## config.mk

```make
export PLATFORM = sky130hd
export DESIGN_NAME = pc_gen
export DESIGN_NICKNAME = d
export VERILOG_FILES = /design/src/rtl/pc_gen.sv
export SDC_FILE = /design/constraint.sdc
export NUM_CORES = 1
export LEC_CHECK = 0
export ABC_AREA = 1
export ABC_CLOCK_PERIOD_IN_PS = 3100
export CORE_MARGIN = 8
export CORE_UTILIZATION = 52
export DETAILED_ROUTE_END_ITERATION = 10
export PLACE_DENSITY_LB_ADDON = 0.15
export SETUP_SLACK_MARGIN = 0.02
export SLEW_MARGIN = 20
export SYNTH_ARGS = -nofsm -noshare
export SYNTH_HDL_FRONTEND = slang
export SYNTH_SLANG_ARGS = --single-unit
```

## constraint.sdc

```tcl
create_clock -name clk -period 3.1 [get_ports clk]
set_input_delay 0.93 -clock clk [delete_from_list [all_inputs] [get_ports clk]]
set_output_delay 0.93 -clock clk [all_outputs]
set_load 0.1 [all_outputs]
```

## src/rtl/pc_gen.sv

```systemverilog
// pc_gen: program-counter and fetch-address generator at the head of IF.
// Provides prioritised trap/branch redirects, a fetch valid/ready handshake,
// and a one-entry pending-redirect buffer so that a redirect raised while
// the pipeline is stalled is applied once the PC is allowed to advance.
//
// Optional feature macro: PC_MISALIGN_CHK_EN
//   When defined, redirect targets have bits [1:0] cleared before they are
//   used, and o-misaligned pulses for one cycle after such a target lands
//   on pc_out. When undefined, targets are used verbatim and misaligned is 0.
module pc_gen #(
  parameter int              XLEN         = 32,
  parameter logic [XLEN-1:0] RESET_VECTOR = XLEN'(32'h8000_0000),
  parameter int              INC          = 4
) (
  input  logic            clk,
  input  logic            rst_n,
  input  logic            pc_write,
  input  logic            fetch_ready,
  input  logic            trap_valid,
  input  logic [XLEN-1:0] trap_pc,
  input  logic            redirect_valid,
  input  logic [XLEN-1:0] redirect_pc,
  output logic            fetch_valid,
  output logic [XLEN-1:0] pc_out,
  output logic [XLEN-1:0] pc_plus_inc,
  output logic            redirect_pending,
  output logic            misaligned
);

  typedef enum logic [1:0] {
    ST_BOOT = 2'd0,
    ST_RUN  = 2'd1,
    ST_PEND = 2'd2
  } state_t;

  state_t          r_state;
  state_t          w_state_nxt;

  logic [XLEN-1:0] r_pc;
  logic [XLEN-1:0] r_pend_pc;
  logic            r_pend_mis;
  logic            r_mis;

  logic [XLEN-1:0] w_pc_nxt;
  logic [XLEN-1:0] w_pend_pc_nxt;
  logic            w_pend_mis_nxt;
  logic            w_mis_nxt;

  logic            w_adv;
  logic            w_req;
  logic [XLEN-1:0] w_req_pc;
  logic [XLEN-1:0] w_req_tgt;
  logic            w_req_mis;
  logic [XLEN-1:0] w_pc_plus;

  // The PC may only move once out of BOOT and when both the hazard unit and
  // the instruction memory agree.
  assign w_adv     = pc_write & fetch_ready & (r_state != ST_BOOT);
  assign w_req     = trap_valid | redirect_valid;
  // Trap outranks a branch/jump redirect raised in the same cycle.
  assign w_req_pc  = trap_valid ? trap_pc : redirect_pc;
  assign w_pc_plus = r_pc + XLEN'(INC);

`ifdef PC_MISALIGN_CHK_EN
  assign w_req_tgt = {w_req_pc[XLEN-1:2], 2'b00};
  assign w_req_mis = |w_req_pc[1:0];
`else
  assign w_req_tgt = w_req_pc;
  assign w_req_mis = 1'b0;
`endif

  // State register: BOOT on reset, otherwise follow the next-state logic.
  always_ff @(posedge clk or negedge rst_n) begin
    if (!rst_n) begin
      r_state <= ST_BOOT;
    end else begin
      r_state <= w_state_nxt;
    end
  end

  // Next-state logic: a stalled redirect parks the FSM in PEND until the PC
  // can advance; BOOT always lasts exactly one cycle.
  always_comb begin
    w_state_nxt = r_state;
    case (r_state)
      ST_BOOT: begin
        if (w_req) begin
          w_state_nxt = ST_PEND;
        end else begin
          w_state_nxt = ST_RUN;
        end
      end
      ST_RUN: begin
        if (w_adv) begin
          w_state_nxt = ST_RUN;
        end else if (w_req) begin
          w_state_nxt = ST_PEND;
        end else begin
          w_state_nxt = ST_RUN;
        end
      end
      ST_PEND: begin
        if (w_adv) begin
          w_state_nxt = ST_RUN;
        end else begin
          w_state_nxt = ST_PEND;
        end
      end
      default: begin
        w_state_nxt = ST_BOOT;
      end
    endcase
  end

  // Output decode: fetch only in RUN so the wrong path is never presented
  // while a redirect is waiting in the buffer.
  always_comb begin
    fetch_valid      = 1'b0;
    redirect_pending = 1'b0;
    case (r_state)
      ST_RUN: begin
        fetch_valid      = 1'b1;
        redirect_pending = 1'b0;
      end
      ST_PEND: begin
        fetch_valid      = 1'b0;
        redirect_pending = 1'b1;
      end
      default: begin
        fetch_valid      = 1'b0;
        redirect_pending = 1'b0;
      end
    endcase
  end

  // Datapath next values: select the new PC and maintain the pending buffer.
  // Priority is trap, redirect, buffered target, then sequential PC.
  always_comb begin
    w_pc_nxt       = r_pc;
    w_pend_pc_nxt  = r_pend_pc;
    w_pend_mis_nxt = r_pend_mis;
    w_mis_nxt      = 1'b0;
    case (r_state)
      ST_BOOT: begin
        if (w_req) begin
          w_pend_pc_nxt  = w_req_tgt;
          w_pend_mis_nxt = w_req_mis;
        end else begin
          w_pend_pc_nxt  = r_pend_pc;
          w_pend_mis_nxt = r_pend_mis;
        end
      end
      ST_RUN: begin
        if (w_adv) begin
          if (w_req) begin
            w_pc_nxt  = w_req_tgt;
            w_mis_nxt = w_req_mis;
          end else begin
            w_pc_nxt  = w_pc_plus;
          end
        end else if (w_req) begin
          w_pend_pc_nxt  = w_req_tgt;
          w_pend_mis_nxt = w_req_mis;
        end else begin
          w_pc_nxt = r_pc;
        end
      end
      ST_PEND: begin
        if (w_adv) begin
          if (w_req) begin
            w_pc_nxt  = w_req_tgt;
            w_mis_nxt = w_req_mis;
          end else begin
            w_pc_nxt  = r_pend_pc;
            w_mis_nxt = r_pend_mis;
          end
          w_pend_pc_nxt  = '0;
          w_pend_mis_nxt = 1'b0;
        end else if (w_req) begin
          w_pend_pc_nxt  = w_req_tgt;
          w_pend_mis_nxt = w_req_mis;
        end else begin
          w_pend_pc_nxt  = r_pend_pc;
          w_pend_mis_nxt = r_pend_mis;
        end
      end
      default: begin
        w_pc_nxt       = r_pc;
        w_pend_pc_nxt  = '0;
        w_pend_mis_nxt = 1'b0;
      end
    endcase
  end

  // Datapath registers: PC, pending target and the one-cycle misaligned pulse.
  always_ff @(posedge clk or negedge rst_n) begin
    if (!rst_n) begin
      r_pc       <= RESET_VECTOR;
      r_pend_pc  <= '0;
      r_pend_mis <= 1'b0;
      r_mis      <= 1'b0;
    end else begin
      r_pc       <= w_pc_nxt;
      r_pend_pc  <= w_pend_pc_nxt;
      r_pend_mis <= w_pend_mis_nxt;
      r_mis      <= w_mis_nxt;
    end
  end

  assign pc_out      = r_pc;
  assign pc_plus_inc = w_pc_plus;
  assign misaligned  = r_mis;

endmodule

```

==> reports/results.txt, run 1 <==
Buffers on Ports -> 136
Core footprint -> 8680 µm²
Antenna cell count -> 0
Syn Inst Count -> 658
Layout Skew -> 0.0144 ns
Setup violators final -> 0
Unrepaired setup endpoints after global routing -> no
# hold bufs at CTS -> 0
Initial antenna violation count -> 0
Largest delay share family, worst path -> simple AND/OR/NAND/NOR gates
Largest net degree at the start of global routing -> 69
Number of global-route vias before repair -> 5203
Max clock buf depth -> 2
Post-synth EDFFs -> 0
Total grt overflow -> 0
First-pass GRT wire length -> 25600 µm
DR WL/cell -> 18.0 µm
Count of pins over their slew limit -> 0
Clk sink count -> 68
HP Class -> reg -> reg
Die H -> 110 µm
Total nets after synthesis -> 734
Vias -> 5125
Worst Setup End Kind -> output port
Cell area after synthesis -> 4630 µm²
Detailed Place HPWL -> 12400 µm
CTS root buf -> clkbuf_8
Status -> completed
Crit path launch type -> flip-flop
Commonest non-fill, non-tap cells in the layout -> nor2_1 (122), nand2_1 (101), a21oi_1 (79), clkdlybuf4s50_1 (68), buf_4 (59)
CP Class -> reg -> out
Die X -> 110 µm
Final Cycle Share -> 96.8%
Relative slew slack -> 33.3%
Main flop type after synthesis -> dfrtp_1
Worst path cell trace -> ha_2, nand2_1, nor2_4, nand2_4, nor2_8, nand3_1, and2_2, buf_12
Synth-to-Final Area Change -> 48.2%
Data arrival time of the worst path -> 2.07 ns
Synth Register Bits -> 68
DRC violations left -> 0
Cell variety after synth -> 35
Worst endpoint required time -> 2.17 ns
Max_cap viols -> 0
Net count, final -> 865
TritonCTS Buffers -> 9
Initial Utilization -> 53.4%
Tmin final -> 3.00 ns
CTS tree -> yes
Max Freq -> 0.333 GHz
Ys Warns -> 0
DR vias/cell -> 5.68
Slowest stage delay, CP -> 0.45 ns
Slew @ Worst Pin -> 1.00 ns
Post-layout util -> 79.1%
Total track usage -> 26.8%
Final hold viol count -> 0
Final WL -> 16200 µm
FILL cells -> 629
H-Tree Depth -> 3
Post-route ant nets -> 0
Crit path max-delay cell type -> dfrtp_4
GP Congestion -> 0.889
First-pass DRT Iterations -> 5
Syn_area_per_cell -> 7.04 µm²
Row count -> 34
Buf/Inv on CP -> 1
Die footprint -> 12200 µm²
Crit Path Max Fanout -> 5
I/O Pins -> 137
Share of post-route cells with drive strength above 1 -> 22.3%
Detailed Route Iter0 Violations -> 388
Worst-path clk slew -> 0.08 ns
Fraction of registers with async set/reset -> 100%
Seq/Total Area, Yosys -> 36.8%
Worst skew pair latency -> 0.34 ns
Most common cell after layout, fill and taps aside -> nor2_1
## through the flow
stage,area [µm²],hold slack (ns),TNS (ns),instances,setup WS [ns]
2_1_floorplan,4930,0.475,-2.08,658,-0.254
4_1_cts,6820,0.522,0,899,0.0272
3_3_place_gp,6590,0.495,0,883,0.337
6_report,6860,0.529,0,902,0.100
5_1_grt,6860,0.553,0,902,0.0232
3_5_place_dp,6590,0.501,0,883,0.275
## repair_timing
item / 4_1_cts / 5_1_grt
gates resized for setup: 1 / 1
buffers inserted: 0 / 3
endpoints found under the hold margin: 0 / 0
pin swaps: 1 / 1
setup endpoints to repair: 2 / 2
## cell families after synthesis
logic type               Yosys count  synth area share, %
adder cells (fa/ha/maj)            6                 1.62
AND/OR/NAND/NOR                  341                 33.3
buffers and inverters             91                 8.18
AO/OA/AOI/OAI                    137                 16.0
flip-flops                        68                 36.8
XOR/XNOR                          15                 4.13
## synth_stat cells, types with 2 or more instances
master / number / area share, %
nand2_4: 2 / 0.49
and2_1: 7 / 0.95
o21ai_0: 23 / 2.5
xor2_2: 8 / 2.8
clkbuf_1: 16 / 1.3
inv_1: 53 / 4.3
dfrtp_1: 67 / 36
nand3b_1: 5 / 0.81
nand2_2: 6 / 0.81
nor2_4: 10 / 2.4
o31ai_1: 2 / 0.32
nand2_1: 111 / 9.0
a21oi_1: 79 / 8.5
buf_2: 18 / 1.9
ha_1: 6 / 1.6
o21a_1: 4 / 0.65
nand3_1: 29 / 3.1
nor3_1: 42 / 4.5
nor4_1: 2 / 0.27
xnor2_1: 3 / 0.57
nand4_1: 2 / 0.27
nor2_2: 2 / 0.27
buf_4: 2 / 0.32
nor2_1: 122 / 9.9
o22ai_1: 24 / 3.2
xor2_1: 4 / 0.76
## routing by layer
layer  GRT usage, %  vias up  part of all wire, %
li1               -     2434                    -
met1           34.7     2421                   41
met2           44.3      247                   49
met3           5.12       23                  7.9
met4           7.99        0                  1.3
met5              0        -                    0
## worst register-to-register path, stage by stage (launching register included)
cell and delay (ns):
dfrtp_1 0.42, inv_1 0.08, ha_1 0.41, o21ai_2 0.87
inv_1 0.36, buf_4 0.30, nor2_1 0.14, a21oi_1 0.05
## layout make-up
class | count | area, µm² | share of cell area [%]
multi-input combinational | 499 | 2840 | 41.3
timing repair buffer | 158 | 1730 | 25.2
sequential | 68 | 1730 | 25.1
inverter | 53 | 203 | 2.95
clock buffer | 11 | 151 | 2.21
tap | 108 | 135 | 1.97
clock inverter | 5 | 83.8 | 1.22
## path summary, 6_finish.rpt
check / to / cells past startpoint / startpoint / slack, ns
worst max-delay path: pc_plus_inc[22] / 8 / pc_out[2] / 0.10
worst min-delay path: r_pend_pc[0] / 2 / r_pend_pc[0] / 0.53
worst max register to register: pc_out[21] / 7 / r_state[1] / 0.34
worst min register to register: r_pend_pc[0] / 2 / r_pend_pc[0] / 0.53
max in group asynchronous: pc_out[14] / 2 / rst_n / 2.15
min in group asynchronous: pc_out[7] / 2 / rst_n / 0.59
## state kept, by name, indices dropped and copies added, names as in the netlist
| register | flops |
|---|---|
| r_pend_mis | 1 |
| r_pend_pc | 32 |
| misaligned | 1 |
| pc_out | 32 |
| r_state | 2 |
Power of run 1 is left out: the tool's default activity adds up to more than one toggle a clock period on the data nets, which glitch-free logic cannot reach.
==> run 2, diff against run 1 <==
--- a/config.mk
+++ b/config.mk
@@ -7,8 +7,10 @@
 export LEC_CHECK = 0
 export ABC_AREA = 1
 export ABC_CLOCK_PERIOD_IN_PS = 3100
+export CORE_ASPECT_RATIO = 2
 export CORE_MARGIN = 8
 export CORE_UTILIZATION = 52
+export CTS_CLUSTER_DIAMETER = 120
 export DETAILED_ROUTE_END_ITERATION = 10
 export PLACE_DENSITY_LB_ADDON = 0.15
 export SETUP_SLACK_MARGIN = 0.02
==> reports/results.txt, run 2 (synthesis results as in run 1) <==
R2r startpoint -> r_state[1]
Crit Path Max Fanout -> 4 (-1)
Worst path cell trace -> ha_2, nand2_1, nor2_4, nand2_4, nor2_4, nand2_1, nand2_1, nand2_1, buf_12
First-pass DRT Iterations -> 5 (unchanged)
Most common cell after layout, fill and taps aside -> nor2_1
Antenna cell count -> 0 (unchanged)
HP Class -> reg -> reg
Met3 routed WL -> 1070 µm (-16%)
Final WL -> 15300 µm (-5.4%)
Multi-input logic area -> 2840 µm² (unchanged)
First-pass GRT wire length -> 25300 µm (-1.5%)
Crit path launch type -> flip-flop
Vias -> 5057 (-1.3%)
Status -> completed
Post-layout util -> 78.9% (-0.24 points)
R2R depth -> 7 (unchanged)
Detailed Place HPWL -> 11800 µm (-5.0%)
Post-route cell area -> 6960 µm² (+1.4%)
Register area -> 1730 µm² (unchanged)
Most used cell, CP -> nand2_1
Max Freq -> 0.333 GHz (about the same)
R2r setup slk -> 0.41 ns (+0.07 ns)
Core footprint -> 8830 µm² (+1.7%)
Worst-path clk slew -> 0.05 ns (-0.03 ns)
Max clock buf depth -> 2 (unchanged)
Buffers on Ports -> 136 (unchanged)
Setup violators final -> 0 (unchanged)
Row count -> 49 (+44%)
Placed cell area -> 6620 µm² (+0.49%)
Total grt overflow -> 0 (unchanged)
CP Class -> reg -> out
DR WL/cell -> 17.1 µm (-4.9%)
Buf/Inv on CP -> 1 (unchanged)
Detailed Route Iter0 Violations -> 363 (-6.4%)
Hold wc startpoint -> pc_out[0]
Crit path max-delay cell type -> dfrtp_4
Slew @ Worst Pin -> 0.990 ns (-0.0114 ns)
Final hold viol count -> 0 (unchanged)
Worst Hold Depth -> 2 (unchanged)
Total track usage -> 26.1% (-0.67 points)
Die footprint -> 12400 µm² (+1.5%)
WHS Endpoint -> pc_out[0]
Worst endpoint required time -> 2.17 ns (about the same)
DR vias/cell -> 5.64 (-0.78%)
DR WL met2 -> 7750 µm (-3.4%)
CTS root buf -> clkbuf_16
Die H -> 149 µm (+35%)
Count of pins over their slew limit -> 0 (unchanged)
DRC violations left -> 0 (unchanged)
CTS tree -> yes
Slowest stage delay, CP -> 0.45 ns (about the same)
Final Cycle Share -> 96.8% (about the same)
Initial Utilization -> 52.5% (-0.91 points)
Initial antenna violation count -> 0 (unchanged)
Clk sink count -> 68 (unchanged)
Net count, final -> 866 (+0.12%)
Largest delay share family, worst path -> simple AND/OR/NAND/NOR gates
TritonCTS Buffers -> 9 (unchanged)
Max_cap viols -> 0 (unchanged)
Share of post-route cells with drive strength above 1 -> 22.0% (-0.28 points)
I/O Pins -> 137 (unchanged)
H-Tree Depth -> 3 (unchanged)
GP Congestion -> 0.900 (+1.2%)
Reg-to-reg critical path endpoint -> pc_out[24]
Worst skew pair latency -> 0.33 ns (about the same)
Layout Skew -> 0.00669 ns (-0.00773 ns)
Post-route ant nets -> 0 (unchanged)
Commonest non-fill, non-tap cells in the layout -> nor2_1 (122), nand2_1 (101), a21oi_1 (79), clkdlybuf4s50_1 (68), buf_4 (58)
Synth-to-Final Area Change -> 50.3%
Unrepaired setup endpoints after global routing -> no
Top Layer Used -> met4
Number of global-route vias before repair -> 5205 (+0.038%)
Worst Setup End Kind -> output port
DRT met1 WL -> 6020 µm (-10%)
Die X -> 82.7 µm (-25%)
FILL cells -> 632 (+0.48%)
Relative slew slack -> 34.0% (+0.77 points)
Tmin final -> 3.00 ns (-0.000530 ns)
Data arrival time of the worst path -> 2.07 ns (about the same)
Largest net degree at the start of global routing -> 69 (unchanged)
## run 2: cell count changes in the layout (fill, tap and decap cells not counted)
cell / change
buf_12: +2
buf_4: -1
bufinv_16: -1
clkbuf_1: +3
clkbuf_16: +9
clkbuf_8: -8
clkinv_4: -1
clkinvlp_4: -2
## run 2: worst max path at each step
stage               cells past startpoint               to  slack (ns)        from
global placement                        8  pc_plus_inc[22]        0.35   pc_out[2]
CTS                                     8  pc_plus_inc[26]        0.06   pc_out[2]
detailed placement                      8  pc_plus_inc[26]        0.35   pc_out[2]
finish                                  9  pc_plus_inc[20]        0.10   pc_out[2]
floorplan                               5  pc_plus_inc[15]       -0.25   pc_out[2]
global route                            7  pc_plus_inc[23]        0.03  pc_out[12]
## run 2: repair_timing
action,in CTS,in global routing
buffers inserted,0,2
pin swaps,0,2
setup endpoints to repair,2,3
hold buffers,0,0
endpoints found under the hold margin,0,0
resized for setup,2,0
## run 2: worst reg2reg max path, stage by stage (launching register included)
cell and delay [ns]:
dfrtp_1 0.39, inv_1 0.08, ha_1 0.41, o21ai_2 0.86
inv_1 0.36, buf_12 0.26, nor2_1 0.13, a21oi_1 0.06
## run 2: area by class of cell
class | count | share of cell area [%]
Clock inverter | 1 | 0.431
Multi-Input combinational cell | 499 | 40.7
Clock buffer | 15 | 3.99
Tap cell | 102 | 1.83
Timing Repair Buffer | 159 | 25.3
Inverter | 53 | 2.91
Sequential cell | 68 | 24.8
## run 2: stage by stage
stage                     instances  setup TNS (ns)  hold slack [ns]  setup slack, ns
after floorplan                 658           -2.08            0.475           -0.254
after global placement          879               0            0.493            0.349
after detailed placement        879               0            0.506            0.347
after CTS                       895               0            0.519           0.0550
after global routing            897               0            0.540           0.0279
final                           897               0            0.517            0.101
## run 2: per-layer routing
layer | GRT usage, % | vias to the layer above
li1 | - | 2429
met1 | 32.0 | 2362
met2 | 42.0 | 233
met3 | 5.42 | 33
met4 | 12.0 | 0
met5 | 0 | -
Power of run 2 is left out for the same reason.
==> variant (settings of run 2) <==
Register the output `redirect_pending`; this adds one clock of latency there. The other outputs are not delayed to match.
--- a/src/rtl/pc_gen.sv
+++ b/src/rtl/pc_gen.sv
@@ -35,2 +35,4 @@
 
+  logic redirect_pending_d;
+
   state_t          r_state;
@@ -118,3 +120,3 @@
     fetch_valid      = 1'b0;
-    redirect_pending = 1'b0;
+    redirect_pending_d = 1'b0;
     case (r_state)
@@ -122,3 +124,3 @@
         fetch_valid      = 1'b1;
-        redirect_pending = 1'b0;
+        redirect_pending_d = 1'b0;
       end
@@ -126,3 +128,3 @@
         fetch_valid      = 1'b0;
-        redirect_pending = 1'b1;
+        redirect_pending_d = 1'b1;
       end
@@ -130,3 +132,3 @@
         fetch_valid      = 1'b0;
-        redirect_pending = 1'b0;
+        redirect_pending_d = 1'b0;
       end
@@ -213,2 +215,6 @@
 
+  always_ff @(posedge clk) begin
+    redirect_pending <= redirect_pending_d;
+  end
+
 endmodule
Formal check against the unedited RTL: not equivalent (Yosys sat finds a counterexample within 4 cycles, from zero or initial values and one cycle with rst_n low).
==> variant against run 2 <==
Setup slack better by 0.041 ns; die area rose by 0.37%; utilization increased by 0.23 points; critical path depth is 1 lower; synthesized area increased by 0.43%; wire length increased by 3.6%; cell area increased by 0.29%; sequential cell count increased by 1.
Power is left out: the tool's default activity adds up to more than one toggle a clock period on the data nets, which glitch-free logic cannot reach.
==> variant: results (changes against run 2) <==
Synth area leaders dfrtp_1, nor2_1, nand2_1 (unchanged); sequential-to-total area share from yosys stat 0.3704 (was 0.3676); DR WL met2 8.124 mm (was 7.754 mm); status finished clean (unchanged); Worst Hold Class register to register (unchanged); M1 WL 6.081 mm (was 6.023 mm); layout cells sized above 1 0.2186 (was 0.2201); TritonCTS Buffers 9 (unchanged); R2R setup slack 0.81 ns (was 0.41 ns); largest net degree at the start of global routing 47 (was 69); nets 867 (was 866); CP max FO 5 (was 4); asr flop ratio synth 0.9855 (was 1.000); WP data arrival 2.03 ns (was 2.07 ns); Most used DFF post-synth dfrtp_1 (unchanged); Worst Tran Pin Value 0.5684 ns (was 0.9896 ns); GRT Util Overall 0.2547 (was 0.2609); met2 usage 0.4235 (was 0.4196); drt pass-1 iters 6 (was 5); worst flop-to-flop path startpoint r_state[0] (was r_state[1]); top layer in use met4 (unchanged); vias in the first global route 5183 (was 5205); worst setup path endpoint pc_plus_inc[18] (was pc_plus_inc[20]); met1 usage 0.3135 (was 0.3199); routed via count 5268 (was 5057); Post-synth top cells nor2_1, nand2_1, a21oi_1, dfrtp_1, inv_1 (unchanged); average wire per standard cell 17.70 um (was 17.10 um); Port Buffers 136 (unchanged); Initial DRC Count 529 (was 363); grt met3 use 0.05068 (was 0.05415); Detailed Place HPWL 12.00 mm (was 11.82 mm); R2R Path End r_pend_pc[15] (was pc_out[24]); syn_nets 735 (was 734); Distinct cells, synth 36 (was 35); Layout fillers 601 (was 632); first-pass GRT wire length 26.06 mm (was 25.26 mm); WL met3 1.249 mm (was 1.074 mm); Setup Skew 0.005247 ns (was 0.006694 ns); Final Wtd Congestion 0.9221 (was 0.9000)
variant: cells by family (layout without fill, tap and decap cells):
logic type	Yosys count	count (layout)	synth area share
DFF	69	69	0.3704
AOI/OAI and AO/OA	137	137	0.1595
xor gates and xnor gates	15	15	0.04115
buffers and inverters	91	228	0.08149
and+or+nand+nor	341	341	0.3314
adders and majority gates	6	6	0.01614
variant: layout make-up:
class / count / share of cell area
multi-input combinational: 499 / 0.4077
inverter: 53 / 0.02903
clock buffer: 15 / 0.03835
clock inverter: 1 / 0.004301
tap: 102 / 0.01828
sequential: 69 / 0.2500
timing repair buffer: 159 / 0.2523
variant: metrics by stage:
stage          instances  hold slack [ns]  setup TNS, ns  instance area, um^2  setup slack, ns
5_1_grt              898           0.5441              0                 6982          0.03303
4_1_cts              896           0.5263              0                 6957          0.02880
6_report             898           0.5254              0                 6982           0.1417
3_5_place_dp         880           0.5090              0                 6651           0.3436
2_1_floorplan        659           0.4754         -2.077                 4954          -0.2541
3_3_place_gp         880           0.4970              0                 6651           0.3609
